$ cat src/rtl/div_seq_param_if.sv
// Handshake bundle for the sequential divider: start request with operands
// going in, registered quotient/remainder and status flags coming back.
interface div_seq_param_if #(
   parameter int WIDTH = 32
);
   logic             en;
   logic             sign_mode;
   logic [WIDTH-1:0] a;
   logic [WIDTH-1:0] b;
   logic [WIDTH-1:0] quo;
   logic [WIDTH-1:0] rem;
   logic             valid;
   logic             busy;
   logic             div_zero;
   logic             ovf;

   modport master (
      output en, sign_mode, a, b,
      input  quo, rem, valid, busy, div_zero, ovf
   );

   modport slave (
      input  en, sign_mode, a, b,
      output quo, rem, valid, busy, div_zero, ovf
   );
endinterface

$ cat src/rtl/div_seq_param.sv
// Multi-cycle radix-2 restoring divider, one quotient bit per clock.
// A request is latched in IDLE, WIDTH restoring steps run in CALC and the
// signs are applied in FIX, giving a fixed latency of WIDTH+1 clocks.
// Optional feature macro: DIV_SIGNED_EN compiles in two's-complement
// support (operand magnitudes, result negation, overflow flag). Without it
// the datapath is unsigned-only and sign_mode is ignored.
module div_seq_param #(
   parameter int WIDTH = 32
) (
   input  logic           clk,
   input  logic           rst_n,
   div_seq_param_if.slave bus
);
   localparam int CW = $clog2(WIDTH);

   typedef enum logic [1:0] {IDLE, CALC, FIX} state_t;

   state_t           state;
   state_t           state_next;
   logic [CW-1:0]    cnt;
   logic [WIDTH-1:0] rem_r;
   logic [WIDTH-1:0] quo_r;
   logic [WIDTH-1:0] dvsr;
   logic             zero_r;
   logic             ovf_r;

   logic [WIDTH-1:0] a_mag;
   logic [WIDTH-1:0] b_mag;
   logic             ovf_det;
   logic [WIDTH-1:0] fix_quo;
   logic [WIDTH-1:0] fix_rem;

   logic [WIDTH:0]   shifted;
   logic [WIDTH:0]   trial;
   logic             ge;

`ifdef DIV_SIGNED_EN
   logic sign_a;
   logic sign_b;
   logic neg_q;
   logic neg_r;

   assign sign_a  = bus.sign_mode & bus.a[WIDTH-1];
   assign sign_b  = bus.sign_mode & bus.b[WIDTH-1];
   assign a_mag   = sign_a ? (~bus.a + 1'b1) : bus.a;
   assign b_mag   = sign_b ? (~bus.b + 1'b1) : bus.b;
   assign ovf_det = bus.sign_mode & (bus.a == {1'b1, {(WIDTH-1){1'b0}}}) & (&bus.b);
   assign fix_quo = neg_q ? (~quo_r + 1'b1) : quo_r;
   assign fix_rem = neg_r ? (~rem_r + 1'b1) : rem_r;

   // Remember result signs at load; a zero divisor keeps the all-ones quotient
   always_ff @(posedge clk or negedge rst_n) begin
      if (!rst_n) begin
         neg_q <= 1'b0;
         neg_r <= 1'b0;
      end else if (state == IDLE && bus.en) begin
         neg_q <= (sign_a ^ sign_b) & (|bus.b);
         neg_r <= sign_a;
      end
   end
`else
   logic unused_sign_mode;

   assign unused_sign_mode = bus.sign_mode;
   assign a_mag            = bus.a;
   assign b_mag            = bus.b;
   assign ovf_det          = 1'b0;
   assign fix_quo          = quo_r;
   assign fix_rem          = rem_r;
`endif

   assign shifted  = {rem_r, quo_r[WIDTH-1]};
   assign trial    = shifted - {1'b0, dvsr};
   assign ge       = ~trial[WIDTH] | zero_r;
   assign bus.busy = (state != IDLE);

   // State register
   always_ff @(posedge clk or negedge rst_n) begin
      if (!rst_n) begin
         state <= IDLE;
      end else begin
         state <= state_next;
      end
   end

   // Next-state: accept in IDLE, count through CALC, one FIX cycle
   always_comb begin
      state_next = state;
      case (state)
         IDLE:    if (bus.en) state_next = CALC;
         CALC:    if (cnt == '0) state_next = FIX;
         FIX:     state_next = IDLE;
         default: state_next = IDLE;
      endcase
   end

   // Datapath: operand load, restoring steps and registered result outputs
   always_ff @(posedge clk or negedge rst_n) begin
      if (!rst_n) begin
         cnt          <= '0;
         rem_r        <= '0;
         quo_r        <= '0;
         dvsr         <= '0;
         zero_r       <= 1'b0;
         ovf_r        <= 1'b0;
         bus.quo      <= '0;
         bus.rem      <= '0;
         bus.valid    <= 1'b0;
         bus.div_zero <= 1'b0;
         bus.ovf      <= 1'b0;
      end else begin
         bus.valid <= 1'b0;
         case (state)
            IDLE: begin
               if (bus.en) begin
                  rem_r  <= '0;
                  quo_r  <= a_mag;
                  dvsr   <= b_mag;
                  cnt    <= CW'(WIDTH - 1);
                  zero_r <= (bus.b == '0);
                  ovf_r  <= ovf_det;
               end
            end
            CALC: begin
               rem_r <= ge ? trial[WIDTH-1:0] : shifted[WIDTH-1:0];
               quo_r <= {quo_r[WIDTH-2:0], ge};
               cnt   <= cnt - 1'b1;
            end
            FIX: begin
               bus.quo      <= fix_quo;
               bus.rem      <= fix_rem;
               bus.div_zero <= zero_r;
               bus.ovf      <= ovf_r;
               bus.valid    <= 1'b1;
            end
            default: ;
         endcase
      end
   end
endmodule

$ cat src/flat_wrapper.sv
// flat-port wrapper written by rule: the top's interface ports become plain ports
module div_seq_param_flat 
#(
   parameter int WIDTH = 32
)
  (clk, rst_n, bus_en, bus_sign_mode, bus_a, bus_b, bus_quo, bus_rem, bus_valid, bus_busy, bus_div_zero, bus_ovf);
  div_seq_param_if #(.WIDTH(WIDTH)) bus_i ();
  input  logic clk;
  input  logic rst_n;
  input wire logic [$bits(bus_i.en)-1:0] bus_en;
  input wire logic [$bits(bus_i.sign_mode)-1:0] bus_sign_mode;
  input wire logic [$bits(bus_i.a)-1:0] bus_a;
  input wire logic [$bits(bus_i.b)-1:0] bus_b;
  output wire logic [$bits(bus_i.quo)-1:0] bus_quo;
  output wire logic [$bits(bus_i.rem)-1:0] bus_rem;
  output wire logic [$bits(bus_i.valid)-1:0] bus_valid;
  output wire logic [$bits(bus_i.busy)-1:0] bus_busy;
  output wire logic [$bits(bus_i.div_zero)-1:0] bus_div_zero;
  output wire logic [$bits(bus_i.ovf)-1:0] bus_ovf;
  assign bus_i.en = bus_en;
  assign bus_i.sign_mode = bus_sign_mode;
  assign bus_i.a = bus_a;
  assign bus_i.b = bus_b;
  assign bus_quo = bus_i.quo;
  assign bus_rem = bus_i.rem;
  assign bus_valid = bus_i.valid;
  assign bus_busy = bus_i.busy;
  assign bus_div_zero = bus_i.div_zero;
  assign bus_ovf = bus_i.ovf;
  div_seq_param #(.WIDTH(WIDTH)) u_core (.clk(clk), .rst_n(rst_n), .bus(bus_i));
endmodule
$ cat config.mk
export PLATFORM = sky130hd
export DESIGN_NAME = div_seq_param_flat
export DESIGN_NICKNAME = d
export VERILOG_FILES = /design/src/rtl/div_seq_param_if.sv /design/src/rtl/div_seq_param.sv /design/src/flat_wrapper.sv
export SDC_FILE = /design/constraint.sdc
export NUM_CORES = 1
export LEC_CHECK = 0
export CORE_ASPECT_RATIO = 0.9
export CORE_MARGIN = 1.5
export CORE_UTILIZATION = 50
export CTS_CLUSTER_DIAMETER = 120
export DETAILED_ROUTE_END_ITERATION = 10
export GPL_ROUTABILITY_DRIVEN = 0
export PLACE_DENSITY = 0.83
export SLEW_MARGIN = 20
export SYNTH_ARGS = -nofsm -noshare
export SYNTH_HDL_FRONTEND = slang
export SYNTH_SLANG_ARGS = --single-unit
$ cat constraint.sdc
create_clock -name clk -period 4 [get_ports clk]
set_input_delay 0.6 -clock clk [delete_from_list [all_inputs] [get_ports clk]]
set_output_delay 0.6 -clock clk [all_outputs]
set_load 0.005 [all_outputs]
==> run_results.csv <==
group,metric,value,unit
logic_synthesis,ys_seq_area_frac,0.492,
sta,worst_pin_slew,0.996,ns
sta,timing.max_slew.rel_slack,0.336,
outcome,run_status,"complete, no violations",
clocking,post_cts_resize_count,0,
floorplan,die_x,142,microns
global_routing,grt_start_max_net_pins,103,
sta,period_minus_slack,3.31,ns
sta,rsz0062_at_grt,"false",
clocking,cts_setup_buffers,0,
worst_setup_path,critPathLaunchType,"flop",
final_layout,finalNonFillerCells,1187,
clocking,cts_sinks,170,
floorplan,floorplan.initialDensity,0.512,
power_and_ir_drop,p_sw_frac,0.420,
floorplan,design.die.area,18100,sq um
worst_setup_path,worst_ep_required,4.28,ns
worst_setup_path,arrival,3.59,ns
placed_design,cell_total_after_placement,1155,
global_routing,groute.usage.overall,0.227,
placed_design,io_buffers,133,
power_and_ir_drop,total_leakage_power,4.88,nW
clocking,post_cts_clock_slew_at_the_launch_and_capture_registers_of_the_worst_setup_and_hold_paths,0.07,ns
hold_path,timing.hold.worst.class,"in2async",
worst_setup_path,sequence_of_cells_on_the_critical_path,"inv_1, ha_1, inv_1, fa_1, a21o_1, nand4_1, a21oi_2, o2111ai_2, a21oi_4, a21oi_4, mux2i_4, buf_4, mux2i_1, o21ai_1",
floorplan,ioPinCount,136,
clocking,cts_hold_buffers,0,
floorplan,placeableCoreArea,16900,sq um
logic_synthesis,yosys_most_used_dff,"sky130_fd_sc_hd__dfrtp_1",
floorplan,fp-row-count,45,
routing,num_vias,6637,
sta,final-hold-violation-count,0,
power_and_ir_drop,switchingPower,4.12,mW
sta,fmaxAchievable,303,MHz
routing,drt_pass1_iterations,6,
placed_design,dpl_wire_length,13400,microns
clocking,cts_htree_levels,4,
power_and_ir_drop,comb_power_share,0.542,
sta,finalSetupTns,0,ns
routing,route.detailed.wl_per_inst,16.6,microns
power_and_ir_drop,cellPowerDensity,913,nW/um^2
logic_synthesis,netlist_area,8650,sq um
final_layout,nets,1066,
sta,report.final.slew_viol_count,0,
clocking,worstSkewPairLatency,0.43,ns
sta,final_worst_path_cycle_share,0.826,
logic_synthesis,ys_warn_count,0,
global_routing,first_global_vias,6530,
worst_setup_path,setup.worst_path.class,"reg2reg",
logic_synthesis,postSynthAreaPerCell,10.2,sq um
global_routing,initial_antenna_violation_count,0,
power_and_ir_drop,internal_power,5.69,mW
clocking,cts-buffers-inserted,17,
worst_setup_path,peak_fanout_along_the_critical_path,9,
worst_setup_path,cpMaxStageDelayCell,"sky130_fd_sc_hd__mux2i_4",
final_layout,area_delta_synth_final,24.3,%
logic_synthesis,netlist-cell-type-count,65,
global_routing,first_pass_grt_wire_length,32500,microns
routing,ant_nets,0,
job,max_cap_viol_count,0,
routing,dr.first_iter.drc_count,435,
worst_setup_path,worstSetupEndpointType,"flop",
clocking,max-clock-path-buffers,2,
clocking,cts_tree,"done",
logic_synthesis,synth_enable_flop_cells,0,
power_and_ir_drop,seqPwrFrac,0.283,
routing,routed_wirelength,19700,microns
routing,via_per_inst,5.59,
floorplan,chipHeight,128,microns
logic_synthesis,netlist_instances,847,
sta,finalSetupViolCount,0,
final_layout,insertedDiodeCount,0,
power_and_ir_drop,p_clk_frac,0.175,
logic_synthesis,synth_async_sr_flop_share,1.00,
sta,finClkSkew,0.0102,ns
logic_synthesis,synth-seq-cells,170,
worst_setup_path,cpPeakStageDelay,0.46,ns
final_layout,share_of_post_route_cells_with_drive_strength_above_1,0.131,
routing,drc,0,
power_and_ir_drop,totalPowerFinal,9.81,mW
power_and_ir_drop,vdd_ir_drop_max,0.494,mV
global_routing,gr-total-overflow,0,
clocking,ctsRootBufferMaster,"sky130_fd_sc_hd__clkbuf_16",
logic_synthesis,post_synthesis_net_count,950,
==> path summary, 6_finish.rpt <==
check | from | endpoint | slack (ns) | cells past startpoint
worst max-delay path | u_core.fix_quo[31] | u_core.fix_rem[21] | 0.69 | 14
worst min-delay path | rst_n | u_core.fix_quo[20] | 0.17 | 1
worst max register to register | u_core.fix_quo[31] | u_core.fix_rem[21] | 0.69 | 14
worst min register to register | u_core.bus.rem[17] | u_core.bus.rem[17] | 0.50 | 1
max in group asynchronous | rst_n | u_core.fix_rem[18] | 2.80 | 2
min in group clk | u_core.bus.rem[17] | u_core.bus.rem[17] | 0.50 | 1
==> Yosys cell counts, drive strengths merged, types with 3 or more instances <==
library cell  number  area share
nor2              21      0.0094
nor4               8      0.0058
nor2b              5      0.0036
nor3               7      0.0046
a22oi             31       0.027
o21a               4      0.0035
a21o              13       0.011
xnor2             19       0.019
a211oi             4      0.0041
dfrtp            170        0.49
and2               3      0.0023
a21oi             52       0.034
o21ai             78       0.045
inv               45       0.020
o31ai              5      0.0049
nand2            130       0.057
nand4              5      0.0036
mux2              65       0.085
buf                9      0.0091
nand3             32       0.019
mux2i             24       0.029
a31oi              5      0.0036
ha                34       0.049
a221oi             4      0.0048
xor2               8      0.0081
clkbuf            36       0.016
a31o               3      0.0030
==> stage by stage <==
step | hold WS [ns] | instance area (sq um) | utilization | setup WS [ns]
detailed placement | 0.489 | 10100 | 0.600 | 0.722
global route | 0.225 | 10700 | 0.636 | 0.479
CTS | 0.211 | 10700 | 0.636 | 0.684
finish | 0.174 | 10700 | 0.636 | 0.694
global placement | 0.467 | 10100 | 0.600 | 0.794
floorplan | 0.304 | 8650 | - | 1.16
==> flip-flops by register name, indices dropped and copies added (netlist names) <==
| register | count |
|---|---|
| u_core.dvsr | 32 |
| u_core.bus.valid | 1 |
| u_core.zero_r | 1 |
| u_core.fix_quo | 32 |
| u_core.bus.div_zero | 1 |
| u_core.cnt | 5 |
| u_core.bus.quo | 32 |
| u_core.state | 2 |
| u_core.fix_rem | 32 |
| u_core.bus.rem | 32 |
==> power by group through the flow <==
stage               Combinational, mW  Sequential [mW]  Clock [mW]
floorplan                        4.22             2.67           0
global placement                 5.07             2.77           0
detailed placement               5.24             2.79           0
CTS                              5.29             2.77        1.74
global route                     5.96             2.85        1.82
finish                           5.32             2.77        1.72
==> worst max-delay path: cells and delay by family, from the launching register on <==
| family | cells | cell delay (ns) |
|---|---|---|
| adder cells (fa/ha/maj) | 2 | 0.58 |
| flip-flops | 1 | 0.36 |
| multiplexers | 2 | 0.68 |
| buffers and inverters | 3 | 0.44 |
| AO/OA/AOI/OAI | 6 | 0.99 |
| AND/OR/NAND/NOR | 1 | 0.12 |
==> layout by cell type, fill, tap and decap left out, types with 3 or more instances in the layout <==
master	netlist	routed
sky130_fd_sc_hd__nor2b_1	5	4
sky130_fd_sc_hd__a21oi_1	48	48
sky130_fd_sc_hd__a31oi_1	5	5
sky130_fd_sc_hd__nor3_1	6	6
sky130_fd_sc_hd__nor4_1	8	8
sky130_fd_sc_hd__o31ai_1	4	4
sky130_fd_sc_hd__xnor2_1	19	19
sky130_fd_sc_hd__nor2_1	20	19
sky130_fd_sc_hd__inv_6	0	5
sky130_fd_sc_hd__mux2i_1	23	23
sky130_fd_sc_hd__xor2_1	8	8
sky130_fd_sc_hd__nand4_1	5	5
sky130_fd_sc_hd__buf_4	1	8
sky130_fd_sc_hd__nand3_1	32	32
sky130_fd_sc_hd__nand2_1	129	129
sky130_fd_sc_hd__a221oi_1	3	3
sky130_fd_sc_hd__o21a_1	4	4
sky130_fd_sc_hd__inv_1	45	45
sky130_fd_sc_hd__mux2_2	65	65
sky130_fd_sc_hd__dfrtp_1	170	170
sky130_fd_sc_hd__clkbuf_16	0	17
sky130_fd_sc_hd__ha_1	34	34
sky130_fd_sc_hd__a22oi_1	31	31
sky130_fd_sc_hd__clkdlybuf4s50_1	0	132
sky130_fd_sc_hd__a211oi_1	3	3
sky130_fd_sc_hd__a21o_1	13	13
sky130_fd_sc_hd__o21ai_1	24	24
sky130_fd_sc_hd__bufinv_16	0	3
sky130_fd_sc_hd__o21ai_0	54	54
==> cells by family after synthesis <==
logic type | count (synthesis) | share of synthesized area
XOR/XNOR | 27 | 0.0274
buffers and inverters | 90 | 0.0446
AND/OR/NAND/NOR | 221 | 0.113
other | 1 | 0.000434
multiplexers | 89 | 0.114
flip-flops | 170 | 0.492
AO/OA/AOI/OAI | 214 | 0.157
adder cells (fa/ha/maj) | 35 | 0.0515
==> layer usage <==
metal	share of wire	GRT usage	up-vias
li1	-	-	3219
met1	0.47	0.310	3241
met2	0.47	0.365	153
met3	0.039	0.0519	24
met4	0.017	0.0673	0
met5	0	0	-
==> area by class of cell <==
cell class,instances,area (sq um)
multi-input cells,587,4030
inverters,45,169
repair buffers,142,1410
fillers,1354,6150
well taps,211,264
clock buffers,17,425
flip-flops and latches,170,4250
clock inverters,15,188
Note: power is estimated with default switching activity, not from simulation.
